`config.mk`:
```
export PLATFORM = sky130hd
export DESIGN_NAME = cci_mpf_prim_fifo_lutram_reader_flat
export DESIGN_NICKNAME = d
export VERILOG_FILES = /design/src/rtl/cci_mpf_prim_fifo_pkg.sv /design/src/rtl/cci_mpf_prim_fifo_lutram_reader_if.sv /design/src/rtl/cci_mpf_prim_af_credit.sv /design/src/rtl/cci_mpf_prim_fifo_lutram_reader.sv /design/src/flat_wrapper.sv
export SDC_FILE = /design/constraint.sdc
export NUM_CORES = 1
export LEC_CHECK = 0
export ABC_AREA = 0
export BUFFER_PORTS_ARGS = -buffer_cell sky130_fd_sc_hd__clkbuf_2
export CAP_MARGIN = 20
export CORE_MARGIN = 2
export CORE_UTILIZATION = 35
export DETAILED_ROUTE_END_ITERATION = 7
export PLACE_DENSITY_LB_ADDON = 0.25
export SLEW_MARGIN = 20
export SYNTH_ARGS = -nofsm -noshare
export SYNTH_HDL_FRONTEND = slang
export SYNTH_SLANG_ARGS = --single-unit
```
`constraint.sdc`:
```
create_clock -name clk -period 3.1 [get_ports clk]
set_clock_uncertainty 0.2 [all_clocks]
set_input_delay 0.31 -clock clk [delete_from_list [all_inputs] [get_ports clk]]
set_output_delay 0.31 -clock clk [all_outputs]
set_load 0.01 [all_outputs]
```
`src/rtl/cci_mpf_prim_fifo_pkg.sv`:
```
// Shared types for the MPF LUTRAM FIFO reader: dequeue-side FSM states and
// the hard ceiling on the almostFull slack.
package cci_mpf_prim_fifo_pkg;

  typedef enum logic [1:0] {
    RUN,
    FLUSH,
    DONE
  } t_fifo_rd_state;

  localparam int unsigned AF_SLACK_MAX = 15;

endpackage

```
`src/rtl/cci_mpf_prim_fifo_lutram_reader_if.sv`:
```
// Dequeue-side FIFO signals and downstream sink beat signals of the reader.
// master = reader, slave = FIFO/sink environment.
interface cci_mpf_prim_fifo_lutram_reader_if #(
  parameter int unsigned N_DATA_BITS = 32
);

  logic [N_DATA_BITS-1:0] in_first;
  logic                   in_notEmpty;
  logic                   in_deq;
  logic                   out_valid;
  logic [N_DATA_BITS-1:0] out_data;
  logic                   out_almostFull;

  modport master (
    input  in_first, in_notEmpty, out_almostFull,
    output in_deq, out_valid, out_data
  );

  modport slave (
    output in_first, in_notEmpty, out_almostFull,
    input  in_deq, out_valid, out_data
  );

endinterface

```
`src/rtl/cci_mpf_prim_af_credit.sv`:
```
// Counts beats forwarded while the sink asserts almostFull and withholds
// permission to send once the slack allowance is used up.
module cci_mpf_prim_af_credit
  import cci_mpf_prim_fifo_pkg::*;
#(
  parameter int unsigned AF_SLACK = 2
) (
  input  logic clk,
  input  logic reset,
  input  logic almostFull,
  input  logic send,
  output logic can_send
);

  localparam int unsigned SLACK_I = (AF_SLACK > AF_SLACK_MAX) ? AF_SLACK_MAX : AF_SLACK;
  localparam logic [3:0]  SLACK   = SLACK_I[3:0];

  logic [3:0] af_sent_q;
  logic [3:0] af_sent_d;

  assign can_send = !almostFull || (af_sent_q < SLACK);

  // Beats sent while almostFull is low never count against the allowance.
  always_comb begin
    af_sent_d = af_sent_q;
    if (!almostFull) begin
      af_sent_d = '0;
    end else if (send && (af_sent_q < SLACK)) begin
      af_sent_d = af_sent_q + 4'd1;
    end
  end

  always_ff @(posedge clk or posedge reset) begin
    if (reset) begin
      af_sent_q <= '0;
    end else begin
      af_sent_q <= af_sent_d;
    end
  end

endmodule

```
`src/rtl/cci_mpf_prim_fifo_lutram_reader.sv`:
```
// Consumer end of an MPF LUTRAM FIFO: pops head entries and forwards them to a
// sink with almostFull slack control, flush support and a sent-beat counter.
module cci_mpf_prim_fifo_lutram_reader
  import cci_mpf_prim_fifo_pkg::*;
#(
  parameter int unsigned N_DATA_BITS = 32,
  parameter int unsigned AF_SLACK    = 2,
  parameter int unsigned N_CNT_BITS  = 16
) (
  input  logic                                  clk,
  input  logic                                  reset,
  cci_mpf_prim_fifo_lutram_reader_if.master     bus,
  input  logic                                  flush_req,
  output logic                                  flush_busy,
  output logic                                  flush_done,
  output logic [N_CNT_BITS-1:0]                 sent_cnt
);

  t_fifo_rd_state          state_q, state_d;
  logic                    out_valid_q, out_valid_d;
  logic [N_DATA_BITS-1:0]  out_data_q, out_data_d;
  logic                    flush_busy_q, flush_busy_d;
  logic                    flush_done_q, flush_done_d;
  logic [N_CNT_BITS-1:0]   sent_cnt_q, sent_cnt_d;
  logic                    can_send;
  logic                    fwd;
  logic                    deq;

  cci_mpf_prim_af_credit #(
    .AF_SLACK (AF_SLACK)
  ) u_credit (
    .clk        (clk),
    .reset      (reset),
    .almostFull (bus.out_almostFull),
    .send       (fwd),
    .can_send   (can_send)
  );

  // fwd marks pops that become sink beats; flush pops are silent discards.
  always_comb begin
    fwd     = 1'b0;
    deq     = 1'b0;
    state_d = state_q;
    unique case (state_q)
      RUN: begin
        fwd = bus.in_notEmpty && can_send && !flush_req;
        deq = fwd;
        if (flush_req) state_d = FLUSH;
      end
      FLUSH: begin
        deq = bus.in_notEmpty;
        if (!bus.in_notEmpty) state_d = DONE;
      end
      DONE:    state_d = RUN;
      default: state_d = RUN;
    endcase
    if (reset) begin
      fwd = 1'b0;
      deq = 1'b0;
    end
    out_valid_d  = fwd;
    out_data_d   = fwd ? bus.in_first : out_data_q;
    sent_cnt_d   = sent_cnt_q + {{(N_CNT_BITS-1){1'b0}}, fwd};
    flush_busy_d = (state_d != RUN);
    flush_done_d = (state_d == DONE);
  end

  always_ff @(posedge clk or posedge reset) begin
    if (reset) begin
      state_q      <= RUN;
      out_valid_q  <= 1'b0;
      out_data_q   <= '0;
      flush_busy_q <= 1'b0;
      flush_done_q <= 1'b0;
      sent_cnt_q   <= '0;
    end else begin
      state_q      <= state_d;
      out_valid_q  <= out_valid_d;
      out_data_q   <= out_data_d;
      flush_busy_q <= flush_busy_d;
      flush_done_q <= flush_done_d;
      sent_cnt_q   <= sent_cnt_d;
    end
  end

  assign bus.in_deq    = deq;
  assign bus.out_valid = out_valid_q;
  assign bus.out_data  = out_data_q;
  assign flush_busy    = flush_busy_q;
  assign flush_done    = flush_done_q;
  assign sent_cnt      = sent_cnt_q;

endmodule
```
`src/flat_wrapper.sv`:
```
// flat-port wrapper written by rule: the top's interface ports become plain ports
module cci_mpf_prim_fifo_lutram_reader_flat import cci_mpf_prim_fifo_pkg::*;
#(
  parameter int unsigned N_DATA_BITS = 32,
  parameter int unsigned AF_SLACK    = 2,
  parameter int unsigned N_CNT_BITS  = 16
)
  (clk, reset, flush_req, flush_busy, flush_done, sent_cnt, bus_in_first, bus_in_notEmpty, bus_out_almostFull, bus_in_deq, bus_out_valid, bus_out_data);
  cci_mpf_prim_fifo_lutram_reader_if #(.N_DATA_BITS(N_DATA_BITS)) bus_i ();
  input  logic clk;
  input  logic reset;
  input  logic flush_req;
  output logic flush_busy;
  output logic flush_done;
  output logic [N_CNT_BITS-1:0] sent_cnt;
  input wire logic [$bits(bus_i.in_first)-1:0] bus_in_first;
  input wire logic [$bits(bus_i.in_notEmpty)-1:0] bus_in_notEmpty;
  input wire logic [$bits(bus_i.out_almostFull)-1:0] bus_out_almostFull;
  output wire logic [$bits(bus_i.in_deq)-1:0] bus_in_deq;
  output wire logic [$bits(bus_i.out_valid)-1:0] bus_out_valid;
  output wire logic [$bits(bus_i.out_data)-1:0] bus_out_data;
  assign bus_i.in_first = bus_in_first;
  assign bus_i.in_notEmpty = bus_in_notEmpty;
  assign bus_i.out_almostFull = bus_out_almostFull;
  assign bus_in_deq = bus_i.in_deq;
  assign bus_out_valid = bus_i.out_valid;
  assign bus_out_data = bus_i.out_data;
  cci_mpf_prim_fifo_lutram_reader #(.N_DATA_BITS(N_DATA_BITS), .AF_SLACK(AF_SLACK), .N_CNT_BITS(N_CNT_BITS)) u_core (.clk(clk), .reset(reset), .bus(bus_i), .flush_req(flush_req), .flush_busy(flush_busy), .flush_done(flush_done), .sent_cnt(sent_cnt));
endmodule
```
==> run summary <==
During synthesis, Yosys emitted a total of 0 warnings. The hold-fix buffer count after cts is 6, and the hold slack is 1.09 ps. The logs give 4320 um for the sum of routed wire length over all layers and 0 for the count of maximum capacitance violations. Among all flip-flop cells after synthesis, the most frequent one is dfrtp_1. For this design, the sink count on the clock tree is 57. Timing would allow up to 0.342 GHz. For the number of max-slew violations in the final report, the log shows 0. The post-layout instance area was 3030 sq um; the proportion of synthesized flip-flops having asynchronous set or reset was 100%.

The I/O pin count came out at 89. In the post-synthesis netlist, the biggest area contributors are dfrtp_1 62%, mux2_2 16%, xor2_1 3.8%. The tools report the iteration count of the initial detailed-routing pass as 4.

Cell area reported after detailed placement: 2790 sq um. The class of the most critical setup path is reg -> out. TritonCTS built the clock tree.

Setup repair after global routing left no endpoint under its margin. The first global-routing pass estimated 7330 um of wire. After clock tree synthesis, the repair step resized 0 gates. Counting every instance in the synthesized netlist gives 159. For the remaining number of nets flagged by the antenna check after routing, the log shows 0. The mean post-synth cell area is 14.4 sq um. The logs give 2280 sq um for the post-synthesis instance area and 52.6% for the worst slew slack as a fraction of its limit. The buffers plus inverters on the worst setup path is 2, and the required arrival time at the worst endpoint is 2590 ps. The maximum root-to-sink buffer count was 2; the distinct cell type count of the synthesized netlist was 28.

For the worst setup path, the data arrival time is 2410 ps. The overall power consumption came out at 2100 uW. The post-detailed-route wirelength per cell was 12.6 um.

Walking the worst path, the cells encountered are or4b_1 -> a211oi_4 -> buf_4 -> a41o_1 -> clkbuf_2. The residual overflow from global routing came out at 0. The die width came out at 84.8 um. For this design the static power due to leakage is 0.00155 uW. The floorplan step defined a die boundary enclosing 7190 sq um. The pin count of the biggest net entering global routing was 58; the via density per instance was 4.54. The worst hold path class was in -> async.

In this run the worst path has a maximum fanout of 34. Buffers placed on the I/O ports in this run total 88. Routability-driven placement finished with a final weighted congestion of 0.707. In this design, the stage delay of the slowest critical-path cell is 650 ps.

Detailed placement finished with a half-perimeter wire length of 2970 um. In the final timing run, aggregate negative setup slack is 0 ps. DRC violation count after routing: 0. The buffer cell driving the clock tree root was clkbuf_8. The number of hold-slack violations in the final timing report was 0; the die boundary height was 84.8 um.

The tools report the clock buffer count from CTS as 9. The number of antenna diodes in the final layout is 0. The worst setup path is captured at an output pin.

The region available for standard cell placement spans 6310 sq um. Of all cell types, the one taking the most synthesized area is dfrtp_1. The run finished with clean final reports.

Among all stages on the critical path, the largest delay is contributed by or4b_1. The worst supply voltage drop on vdd was 0.000330 V; the transition time at the pin with the least slew margin was 711 ps. The flip-flop and latch count after synthesis came out at 57.

The initial DRC count is 24, and the area growth from synthesis to layout is 32.5%. STA classifies the critical path startpoint as a flip-flop. Post-CTS timing repair inserted 0 buffers for setup. The top cell type by area accounts for 62.4% of the synthesized area. After clock tree synthesis, the clock-pin slew on the worst setup and hold paths is 60 ps. Count of flip-flops with a built-in enable after synthesis: 0.

Setup violations remaining at the end of the flow were counted as 0. In the post-synthesis netlist, the cell with the most instances is dfrtp_1. The share of the cycle needed by the critical path after routing came out at 94.2%.

Share of the yosys chip area belonging to registers: 62.4%. The number of global-route vias before repair was 1598; the initial antenna violation count was 0. The minimum clock period after layout was 2920 ps; the maximum level of the CTS H-tree was 3. The detailed router placed 1556 vias in this run. The power density normalized to cell area was 695 nW/um^2. The final layout contains 302 nets. For this run, the total global-route usage over all layers was measured as 13.0%.

For the number of rows created at floorplan, the log shows 29. Sorting the synthesized cells by how often they occur yields 57 x dfrtp_1, 32 x mux2_2, 10 x xor2_1. On the critical path the largest part of the delay comes from simple AND/OR/NAND/NOR gates.

Cells with a size suffix above 1 make up 52.3% of the layout. For this configuration, the core starts out at a cell density of 36.2%. The run gives 200 as the synthesized netlist net count. The later pin in the worst-skew pair is clocked with a latency of 320 ps.
==> final cells by class <==
type	count	area (sq um)
sequential	57	1430
inverter	5	18.8
tap	77	96.3
clock buffer	13	159
clock inverter	3	15.0
fill	607	3290
multi-input combinational	92	797
timing repair buffer	96	515
==> report_power, final <==
group,internal (uW),total [uW],switching [uW]
clock network,330,603,273
logic,257,482,225
registers,917,1020,102
==> cell usage in the layout (no fill, tap or decap), types with 2 or more instances in the layout <==
| master | n |
|---|---|
| clkbuf_2 | 88 |
| clkinv_2 | 3 |
| nor3b_1 | 2 |
| nor3_1 | 5 |
| nand2_1 | 3 |
| nor2_1 | 6 |
| nor4_1 | 5 |
| xnor2_1 | 4 |
| clkbuf_1 | 2 |
| inv_1 | 4 |
| clkbuf_8 | 11 |
| xor2_1 | 10 |
| nand4_1 | 3 |
| mux2_2 | 32 |
| buf_4 | 2 |
| dfrtp_1 | 57 |
| nand3_1 | 5 |
| o21a_1 | 2 |
| ha_1 | 4 |
| dlygate4sd3_1 | 6 |
==> kinds of logic (layout without fill, tap and decap cells) <==
kind of cell | Yosys count | in the layout | share of synthesized area [%]
DFF | 57 | 57 | 62.4
and+or+nand+nor | 35 | 35 | 8.49
muxes | 33 | 33 | 16.2
xor gates and xnor gates | 14 | 14 | 5.37
buffers and inverters | 10 | 117 | 2.68
AOI/OAI and AO/OA | 6 | 6 | 2.63
adders and majority gates | 4 | 4 | 2.19
==> registers in the layout (all words and copies together) (netlist names) <==
| name | cells |
|---|---|
| u_core.bus.out_data | 32 |
| u_core.bus.out_valid | 1 |
| u_core.flush_busy | 1 |
| u_core.flush_done | 1 |
| u_core.sent_cnt | 16 |
| u_core.state_q | 2 |
| u_core.u_credit.af_sent_q | 4 |
==> worst register-to-register path, cell delays in order (launching register included) <==
cell      delay (ps)
dfrtp_1          430
or4b_1           650
a211oi_4         310
ha_1             190
ha_1             170
nand3_1          220
nor4_1           300
xor2_1           200
==> final timing paths <==
check,slack (ps),endpoint,start,cells past startpoint
hold / removal,1,u_core.bus.out_data[26]$_DFFE_PP0N_,reset,3
setup reg to reg,360,u_core.sent_cnt[14]$_DFF_PP0_,u_core.state_q[0]$_DFF_PP0_,7
max in group asynchronous,2240,u_core.sent_cnt[2]$_DFF_PP0_,reset,3
hold reg to reg,280,u_core.sent_cnt[15]$_DFF_PP0_,u_core.sent_cnt[15]$_DFF_PP0_,1
setup / recovery,180,bus_in_deq,u_core.state_q[0]$_DFF_PP0_,5
min in group clk,10,u_core.bus.out_data[26]$_DFFE_PP0N_,bus_in_first[26],2
==> metal layers <==
metal  GRT usage (%)  share of wire, %
met1            15.4                44
met2            20.9                46
met3            3.24               6.9
met4            8.23               2.5
met5               0                 0
==> stage by stage <==
step | worst slack (ps) | util (%) | cells
2_1_floorplan | 321 | - | 159
4_1_cts | 133 | 48.0 | 343
6_report | 179 | 48.0 | 343
5_1_grt | 8.53 | 48.0 | 343
3_5_place_dp | 361 | 44.3 | 321
3_3_place_gp | 470 | 44.3 | 321
(Power assumes the default switching activity.)
